--- config.mk ---
export PLATFORM = sky130hd
export DESIGN_NAME = mem_arbiter
export DESIGN_NICKNAME = d
export VERILOG_FILES = /design/src/rtl/mem_arb_pkg.sv /design/src/rtl/arb_pick.sv /design/src/rtl/mem_arbiter.sv
export SDC_FILE = /design/constraint.sdc
export NUM_CORES = 1
export LEC_CHECK = 0
export ABC_AREA = 1
export ABC_CLOCK_PERIOD_IN_PS = 4000
export BUFFER_PORTS_ARGS = -buffer_cell sky130_fd_sc_hd__buf_2
export CAP_MARGIN = 40
export CORE_ASPECT_RATIO = 0.6
export CORE_MARGIN = 4
export CORE_UTILIZATION = 40
export CTS_BUF_LIST = sky130_fd_sc_hd__clkbuf_4 sky130_fd_sc_hd__clkbuf_8
export DETAILED_ROUTE_END_ITERATION = 10
export PLACE_DENSITY = 0.75
export SYNTH_ARGS = -nofsm -noshare
export SYNTH_HDL_FRONTEND = slang
export SYNTH_SLANG_ARGS = --single-unit
--- constraint.sdc ---
create_clock -name clk -period 4 [get_ports clk]
set_input_delay 0.2 -clock clk [delete_from_list [all_inputs] [get_ports clk]]
set_output_delay 0.2 -clock clk [all_outputs]
set_load 0.005 [all_outputs]
--- src/rtl/mem_arb_pkg.sv ---
// Shared definitions for the memory bus arbiter: FSM encoding, arbitration
// mode constants and a constant-width helper.
package mem_arb_pkg;

    typedef enum logic [1:0] {
        ST_IDLE    = 2'b00,
        ST_ACCESS  = 2'b10,
        ST_RELEASE = 2'b11
    } state_t;

    localparam int ARB_FIXED = 0;
    localparam int ARB_RR    = 1;

    // Smallest r with 2**r >= value; used to size counters and indices.
    function automatic int clog2(input int value);
        int r;
        r = 0;
        while ((1 << r) < value) r = r + 1;
        return r;
    endfunction

endpackage

--- src/rtl/arb_pick.sv ---
// Rotating-base priority picker: the first set request strictly after
// 'base' (wrapping) wins. A base of N_REQ-1 gives plain lowest-index priority.
module arb_pick
    import mem_arb_pkg::*;
#(
    parameter int N_REQ = 2,
    parameter int PW    = clog2(N_REQ)
) (
    input  logic [N_REQ-1:0] req,
    input  logic [PW-1:0]    base,
    output logic [N_REQ-1:0] onehot,
    output logic [PW-1:0]    idx
);

    logic found;
    int   j;

    // Walk the requesters starting just after the base and take the first hit.
    always_comb begin
        onehot = '0;
        idx    = '0;
        found  = 1'b0;
        j      = 0;
        for (int k = 0; k < N_REQ; k++) begin
            j = (int'(base) + 1 + k) % N_REQ;
            if (!found && req[j]) begin
                found     = 1'b1;
                onehot[j] = 1'b1;
                idx       = PW'(j);
            end
        end
    end

endmodule

--- src/rtl/mem_arbiter.sv ---
// N-requester arbiter for the shared 8-bit-core memory bus. One transaction
// at a time: IDLE picks an owner, ACCESS drives the bus until mem_ready or
// timeout, RELEASE drops mem_req for one cycle and either re-issues for a
// locked owner or frees the bus.
//
// Handshake: a requester holds req (and its addr/we/wdata slices) high until
// it sees its ready or err pulse; gnt shows the current owner. Toward memory,
// mem_req stays high with constant address/data until the cycle mem_ready is
// sampled high, then drops for at least one cycle.
module mem_arbiter
    import mem_arb_pkg::*;
#(
    parameter int N_REQ       = 2,
    parameter int ADDR_W      = 8,
    parameter int DATA_W      = 8,
    parameter int ARB_MODE    = 0,
    parameter int TIMEOUT_CYC = 255
) (
    input  logic                clk,
    input  logic                rst,
    input  logic [N_REQ-1:0]        req,
    input  logic [N_REQ-1:0]        req_we,
    input  logic [N_REQ-1:0]        req_lock,
    input  logic [N_REQ*ADDR_W-1:0] req_addr,
    input  logic [N_REQ*DATA_W-1:0] req_wdata,
    output logic [N_REQ-1:0]        gnt,
    output logic [N_REQ-1:0]        ready,
    output logic [N_REQ-1:0]        err,
    output logic [DATA_W-1:0]       rdata,
    output logic                    mem_req,
    output logic                    mem_we,
    output logic [ADDR_W-1:0]       mem_addr,
    output logic [DATA_W-1:0]       mem_wdata,
    input  logic                    mem_ready,
    input  logic [DATA_W-1:0]       mem_rdata,
    output logic [1:0]              dbg_state
);

    localparam int PW = clog2(N_REQ);
    localparam int CW = clog2(TIMEOUT_CYC + 1);

    state_t           state;
    logic [PW-1:0]    owner;
    logic [PW-1:0]    ptr;
    logic [CW-1:0]    cnt;
    logic [PW-1:0]    base;
    logic [N_REQ-1:0] pick_onehot;
    logic [PW-1:0]    pick_idx;

    assign dbg_state = state;

    // Fixed priority always searches from index 0; round-robin from after the last owner.
    assign base = (ARB_MODE == ARB_RR) ? ptr : PW'(N_REQ - 1);

    arb_pick #(
        .N_REQ (N_REQ),
        .PW    (PW)
    ) u_pick (
        .req    (req),
        .base   (base),
        .onehot (pick_onehot),
        .idx    (pick_idx)
    );

    // Arbitration FSM with all bus and requester outputs registered.
    always_ff @(posedge clk or negedge rst) begin
        if (!rst) begin
            state     <= ST_IDLE;
            owner     <= '0;
            ptr       <= PW'(N_REQ - 1);
            cnt       <= '0;
            gnt       <= '0;
            ready     <= '0;
            err       <= '0;
            rdata     <= '0;
            mem_req   <= 1'b0;
            mem_we    <= 1'b0;
            mem_addr  <= '0;
            mem_wdata <= '0;
        end else begin
            ready <= '0;
            err   <= '0;
            case (state)
                ST_IDLE: begin
                    if (|req) begin
                        owner     <= pick_idx;
                        gnt       <= pick_onehot;
                        mem_req   <= 1'b1;
                        mem_we    <= req_we[pick_idx];
                        mem_addr  <= req_addr[int'(pick_idx)*ADDR_W +: ADDR_W];
                        mem_wdata <= req_wdata[int'(pick_idx)*DATA_W +: DATA_W];
                        cnt       <= '0;
                        state     <= ST_ACCESS;
                    end
                end
                ST_ACCESS: begin
                    if (mem_ready) begin
                        rdata   <= mem_rdata;
                        ready   <= gnt;
                        mem_req <= 1'b0;
                        mem_we  <= 1'b0;
                        ptr     <= owner;
                        state   <= ST_RELEASE;
                    end else if (cnt >= CW'(TIMEOUT_CYC)) begin
                        err     <= gnt;
                        mem_req <= 1'b0;
                        mem_we  <= 1'b0;
                        state   <= ST_RELEASE;
                    end else if (cnt != {CW{1'b1}}) begin
                        cnt <= cnt + 1'b1;
                    end
                end
                ST_RELEASE: begin
                    // A locked owner still requesting keeps the bus for another transaction.
                    if (req_lock[owner] && req[owner]) begin
                        mem_req   <= 1'b1;
                        mem_we    <= req_we[owner];
                        mem_addr  <= req_addr[int'(owner)*ADDR_W +: ADDR_W];
                        mem_wdata <= req_wdata[int'(owner)*DATA_W +: DATA_W];
                        cnt       <= '0;
                        state     <= ST_ACCESS;
                    end else begin
                        gnt   <= '0;
                        state <= ST_IDLE;
                    end
                end
                default: state <= ST_IDLE;
            endcase
        end
    end

endmodule

==> Word level (Yosys, flattened, before mapping) <==
Cells that the tools add are included.
{ "totals": {"romBits": 0, "ramBits": 0, "memories": 0, "latch_bits": 0, "regBits": 43, "in_bits": 49, "wordCells": 88, "output_inout_bits": 34} }
{ "op_classes": {"eq_ne": 10, "bitwise_logic": 0, "reduce_logical": 14, "shift": 4, "magnitude_cmp": 3, "addsub": 1, "div": 0, "mux": 45, "n_mul": 0} }
{ "op_table": {"columns": ["cell", "n"], "rows": [
  ["$mux 8", 9],
  ["$shiftx 16x5->8", 4],
  ["$pmux 8 s2", 2],
  ["$mux 2", 12],
  ["$pmux 8 s3", 1],
  ["$mux 1", 17],
  ["$ne 2x2->1 const B", 6],
  ["$add 8x1->8 const B", 1],
  ["$ge 8x8->1 const B", 1],
  ["$ne 8x8->1 const B", 1],
  ["$pmux 1 s3", 2],
  ["$pmux 2 s3", 1],
  ["$reduce_and 2->1", 3],
  ["$reduce_and 3->1", 2],
  ["$reduce_and 6->1", 1],
  ["$eq 2x2->1 const B", 2],
  ["$lt 1x2->1 const B", 2],
  ["$pmux 2 s2", 1],
  ["$reduce_and 4->1", 1],
  ["$ne 3x3->1 const B", 1],
  ["$reduce_bool 3->1", 1],
  ["$logic_and 1x1->1", 2],
  ["$logic_not 2->1", 1],
  ["$reduce_bool 2->1", 1],
  ["other kinds (2)", 2]
]} }

==> Depth between registers and ports, before layout <==
{ "logic_depth": {"depth_word": 8, "ltp_mapped": 9, "depth_no_buf": 8} }

==> By module <==
Synthesis repeated with hierarchy kept, for this count alone.
{ "hier_totals": {"cells_unflattened": 273, "hier_area_um2": 2214.6} }
{ "by_module_without_submodules": {"columns": ["mod", "cells_per_inst", "area_per_inst_um2", "instances", "seq_area_each_um2"], "rows": [
  ["mem_arbiter", 267, 2189.6, 1, 1076.0],
  ["arb_pick", 6, 25.0, 1, 0.0]
]} }

==> Worst setup path before layout <==
No wires, ideal clock.
{ "synth_path": {"path_kind": "register to register", "startpoint": "reg cnt[0]", "endpoint": "reg cnt[6]", "arrival_time_ps": 1203, "stages_incl_launch_ff": 9, "setup_ps": 127, "t_required_ps": 3873, "slack_ps": 2671, "synth_period_minus_slack_ps": 1329, "cell_sequence": "dfrtp_1 -> ha_1 -> nand2_1 -> nor2_1 -> nand3_1 -> nand3_2 -> buf_6 -> nand2_1 -> o21ai_0"} }
{ "synth_between": {"elab_chain_cells": 5, "word_cells_on_any_way": 10, "classes_between": "1 x add/sub; 1 x order compare; 3 x eq/ne; 4 x mux; 1 x reduce/logical"} }
{ "synth_lines": {"columns": ["item", "line_no", "rtl"], "rows": [
  ["start: declaration", "mem_arbiter.sv:45", "logic [CW-1:0] cnt;"],
  ["start signal: assignment", "mem_arbiter.sv:110", "cnt <= cnt + 1'b1;"],
  ["$add 8x1->8", "mem_arbiter.sv:110", null],
  ["$mux 8", "mem_arbiter.sv:109", "end else if (cnt != {CW{1'b1}}) begin"],
  ["$mux 8", "mem_arbiter.sv:104", "end else if (cnt >= CW'(TIMEOUT_CYC)) begin"],
  ["$mux 8", "mem_arbiter.sv:97", "if (mem_ready) begin"],
  ["$pmux 8 s3", "mem_arbiter.sv:83", "case (state)"]
]} }
Parallel ways exist; a longest one is shown, timed or not. The select of a mux whose other input is x is not followed.
A chain may end at the register's enable or synchronous reset.

==> Worst setup path after layout <==
{ "layout_path": {"startpoint": "reg state[0], in the netlist dbg_state[0]", "endpoint": "reg mem_wdata[2]"} }
{ "layout_between": {"elab_chain_cells": 3, "word_cells_on_any_way": 7, "classes_between": "3 x eq/ne; 1 x mux; 3 x reduce/logical"} }
{ "layout_lines": {"columns": ["item", "line_no", "rtl"], "rows": [
  ["start: declaration", "mem_arbiter.sv:42", "state_t state;"],
  ["start signal: assignment", "mem_arbiter.sv:68", "state <= ST_IDLE;"],
  ["start signal: assignment", "mem_arbiter.sv:93", "state <= ST_ACCESS;"],
  ["start signal: assignment", "mem_arbiter.sv:103", "state <= ST_RELEASE;"],
  ["$eq 2x2->1 / $logic_not 2->1 (equally long branches)", "mem_arbiter.sv:83", null],
  ["$ne 2x2->1 (no line) / $reduce_bool 2->1 (equally long branches)", null, null],
  ["$reduce_and 3->1 (no line)", null, null],
  ["end signal: assignment", "mem_arbiter.sv:91", "mem_wdata <= req_wdata[int'(pick_idx)*DATA_W +: DATA_W];"],
  ["end signal: assignment", "mem_arbiter.sv:119", "mem_wdata <= req_wdata[int'(owner)*DATA_W +: DATA_W];"],
  ["end: declaration", "mem_arbiter.sv:33", "output logic [DATA_W-1:0] mem_wdata,"]
]} }
Parallel ways exist; a longest one is shown, timed or not.

==> results.sh <==
export IMPL_finish_net_count=408
export IMPL_post_synthesis_share_of_cell_area_spent_on_xor_and_xnor_gates_pct=0.3946
export IMPL_clock_skew_final_ns=0.003060
export IMPL_route_detailed_drc=0
export IMPL_place_inst=416
export IMPL_path_common_cell="sky130_fd_sc_hd__nand2_1"
export IMPL_cts_post_setup_buffers_inserted=0
export IMPL_synth_adder_area_share_pct=0.5637
export IMPL_number_of_clock_buffers_inserted_by_tritoncts=5
export IMPL_globalRoute_totalOverflow=0
export IMPL_detail_route_wirelength_um=5443
export IMPL_finalInstanceArea_sq_um=2749
export IMPL_p_leak_nw=1.565
export IMPL_fp_dieH_um=65.70
export IMPL_status="finished clean"
export IMPL_post_dp_hpwl_um=4264
export IMPL_synth_compound_area_share_pct=3.044
export IMPL_design_portCount=83
export IMPL_finalWorstPathRequiredPeriod_ns=1.617
export IMPL_groute_usage_overall_pct=16.71
export IMPL_netlist_cell_type_count=23
export IMPL_setup_reg_to_reg_worst_slack_ns=2.38
export IMPL_initialDrtViolationCount=88
export IMPL_setup_worst_path_end_class="flop"
export IMPL_setup_repair_after_global_routing_missed_its_margin="no"
export IMPL_finalWeightedCongestion=0.8913
export IMPL_timing_worst_slew_pin_value_ns=0.3970
export IMPL_ctsHoldBuffers=1
export IMPL_critical_path_class="reg2reg"
export IMPL_tritoncts="yes"
export IMPL_floorplan_die_area_sq_um=6844
export IMPL_max_freq_mhz=618.5
export IMPL_synth_seq_cells=43
export IMPL_min_period_over_period_pct=40.42
export IMPL_power_clock_fraction_pct=17.5
export IMPL_worstPathBufferInverterCount=0
export IMPL_whs_endpoint="rdata[1]"
export IMPL_fin_cells=424
export IMPL_yosys_area_top_type_share_pct=48.48
export IMPL_synth_cells=274
export IMPL_synthesis_yosys_warnings=0
export IMPL_hold_start="mem_rdata[1]"
export IMPL_portBuffers=82
export IMPL_finalMaxSlewViolations=0
export IMPL_post_dp_cell_area_sq_um=2651
export IMPL_core_region_area_sq_um=5205
export IMPL_wire_per_inst_um=12.84
export IMPL_post_route_cells_drive_above_1_share_pct=30.45
export IMPL_grt_start_max_net_pins=28
export IMPL_intPower_uw=993.0
export IMPL_route_vias_total=2045
export IMPL_slew_headroom_pct=73.53
export IMPL_cts_root_buffer_cell="sky130_fd_sc_hd__clkbuf_8"
export IMPL_min_path_type="in2reg"
export IMPL_clock_path_buffers=2
export IMPL_fin_worst_hold_slack_ns=0.1298
export IMPL_area_delta_synth_final_pct=23.84
export IMPL_hold_depth=2
export IMPL_h_tree_depth=2
export IMPL_antenna_left=0
export IMPL_synth_top_cells_by_area="sky130_fd_sc_hd__dfrtp_1 48%, sky130_fd_sc_hd__nand2_1 22%, sky130_fd_sc_hd__nand3_1 7.0%"
export IMPL_post_synth_and_or_nand_nor_area_fraction_pct=35.74
export IMPL_number_of_global_route_vias_before_repair=1876
export IMPL_critical_path_cell_count=5
export IMPL_r2r_cells=5
export IMPL_cts_clk_slew_worst_paths_ns=0.08
export IMPL_r2r_start="dbg_state[0]"
export IMPL_critical_path_required_ns=4.23
export IMPL_post_cts_resize_count=0
export IMPL_antenna_cells=0
export IMPL_p_seq_share_pct=43.6
export IMPL_reg2reg_capture_point="mem_wdata[2]"
export IMPL_first_pass_iters=4
export IMPL_postSynthAreaPerCell_sq_um=8.101
export IMPL_p_per_area_nw_per_um2=578.6
export IMPL_critPathTopFamily="simple AND/OR/NAND/NOR gates"
export IMPL_vdd_ir_drop_max_mv=0.2789
export IMPL_antenna_found_initial=0
export IMPL_floorplan_initialDensity_pct=42.64
export IMPL_hold_viol=0
export IMPL_row_count=20
export IMPL_filler_cell_count=508
export IMPL_crit_chain="nor2_1 -> nand3_2 -> nand2_4 -> nand2_1 -> nand2_1"
export IMPL_floorplan_die_width_um=104.2
export IMPL_synth_net_count=324
export IMPL_timing_critical_path_slowest_stage_cell="sky130_fd_sc_hd__dfrtp_1"
export IMPL_synth_top_family_by_area="simple AND/OR/NAND/NOR gates"
export IMPL_critical_path_peak_fanout=17
export IMPL_clock_latency_ns=0.30
export IMPL_setup_worst_path_start_class="flop"
export IMPL_clock_sink_count=43
export IMPL_synth_area_sq_um=2220
export IMPL_seq_area_frac_synth_pct=48.48
export IMPL_power_combinational_fraction_pct=38.9
export IMPL_viasPerCell=4.823
export IMPL_global_route_wire_length_before_repair_um=9039
export IMPL_power_share_switching_pct=37.56
export IMPL_synth_area_mux_share_pct=5.242
export IMPL_max_incr_delay_on_cp_ns=0.44
export IMPL_synth_top_area_cell="sky130_fd_sc_hd__dfrtp_1"
export IMPL_total_power_of_the_final_layout_mw=1.590
export IMPL_report_final_setup_viol=0
export IMPL_tns_ns=0
export IMPL_maxcap_viol_count=0
export IMPL_critPathArrivalTime_ns=1.85
export IMPL_reported_net_switching_power_uw=597.4
worst max-delay path by stage:
stage,startpoint,endpoint,slack [ns]
final,dbg_state[0],mem_wdata[2],2.38
after global routing,dbg_state[0],mem_wdata[5],2.14
after CTS,dbg_state[0],mem_wdata[2],2.38
after detailed placement,dbg_state[0],mem_wdata[7],2.39
after global placement,dbg_state[0],mem_wdata[5],2.49
after floorplan,cnt[0],cnt[6],2.67
cells by family (layout without fill, tap and decap cells):
family,Yosys count,in the layout
buffers and inverters,24,108
xor gates and xnor gates,1,1
muxes,8,8
adders and majority gates,1,1
AOI/OAI and AO/OA,13,13
and+or+nand+nor,184,184
DFF,43,43
cells in the mapped netlist:
cell type	n
sky130_fd_sc_hd__a21oi_1	1
sky130_fd_sc_hd__buf_6	6
sky130_fd_sc_hd__clkbuf_8	1
sky130_fd_sc_hd__dfrtp_1	43
sky130_fd_sc_hd__ha_1	1
sky130_fd_sc_hd__inv_1	15
sky130_fd_sc_hd__inv_2	2
sky130_fd_sc_hd__mux2_2	1
sky130_fd_sc_hd__mux2_4	7
sky130_fd_sc_hd__nand2_1	130
sky130_fd_sc_hd__nand2_2	1
sky130_fd_sc_hd__nand2_4	4
sky130_fd_sc_hd__nand3_1	31
sky130_fd_sc_hd__nand3_2	2
sky130_fd_sc_hd__nand3b_1	1
sky130_fd_sc_hd__nor2_1	11
sky130_fd_sc_hd__nor2_4	1
sky130_fd_sc_hd__nor4_1	2
sky130_fd_sc_hd__o21ai_0	6
sky130_fd_sc_hd__o21ai_1	5
sky130_fd_sc_hd__o21bai_1	1
sky130_fd_sc_hd__or2_2	1
sky130_fd_sc_hd__xor2_1	1
flip-flops by register name (all words and copies together) (netlist names), 2 cells and up:
signal / count
mem_addr: 8
ready: 2
dbg_state: 2
rdata: 8
cnt: 8
err: 2
gnt: 2
mem_wdata: 8
power by group through the flow:
stage | Sequential (mW) | Clock [mW] | Combinational, mW
2_1_floorplan | 0.697 | 0 | 0.392
5_1_grt | 0.715 | 0.306 | 0.706
6_report | 0.693 | 0.278 | 0.619
4_1_cts | 0.692 | 0.287 | 0.632
3_3_place_gp | 0.698 | 0 | 0.605
3_5_place_dp | 0.693 | 0 | 0.631
layout by cell type (no fill, tap or decap):
master	netlist	routed
sky130_fd_sc_hd__nor2_1	11	11
sky130_fd_sc_hd__buf_12	0	1
sky130_fd_sc_hd__o21bai_1	1	1
sky130_fd_sc_hd__or2_2	1	1
sky130_fd_sc_hd__nand3b_1	1	1
sky130_fd_sc_hd__a21oi_1	1	1
sky130_fd_sc_hd__nand2_2	1	1
sky130_fd_sc_hd__xor2_1	1	1
sky130_fd_sc_hd__nand3_2	2	2
sky130_fd_sc_hd__dlygate4sd3_1	0	1
sky130_fd_sc_hd__clkinv_2	0	1
sky130_fd_sc_hd__o21ai_0	6	6
sky130_fd_sc_hd__inv_1	15	15
sky130_fd_sc_hd__nand2_4	4	4
sky130_fd_sc_hd__clkbuf_8	1	6
sky130_fd_sc_hd__dfrtp_1	43	43
sky130_fd_sc_hd__ha_1	1	1
sky130_fd_sc_hd__nand3_1	31	31
sky130_fd_sc_hd__buf_2	0	82
sky130_fd_sc_hd__mux2_4	7	7
sky130_fd_sc_hd__nor4_1	2	2
sky130_fd_sc_hd__nand2_1	130	130
sky130_fd_sc_hd__nor2_4	1	1
sky130_fd_sc_hd__mux2_2	1	1
sky130_fd_sc_hd__o21ai_1	5	5
sky130_fd_sc_hd__inv_2	2	2
layer usage:
metal,share of wire [%],track usage (%),vias to the layer above
li1,-,-,1033
met1,51,24.15,951
met2,40,22.82,55
met3,7.2,6.477,6
met4,1.2,4.975,0
met5,0,0,-
cell type report:
cell class	count	area [sq um]	area share, %
Clock buffer	6	82.58	3.004
Clock inverter	1	5.005	0.1821
Inverter	17	63.81	2.321
Multi-Input combinational cell	207	998.5	36.32
Sequential cell	43	1076	39.14
Tap cell	66	82.58	3.004
Timing Repair Buffer	84	440.4	16.02
stage by stage:
step / worst slack [ns] / utilization [%]
floorplan: 2.671 / -
global placement: 2.492 / 50.55
detailed placement: 2.393 / 50.94
CTS: 2.380 / 52.81
global route: 2.139 / 52.81
finish: 2.383 / 52.81
Power figures use the tool's default switching activity.
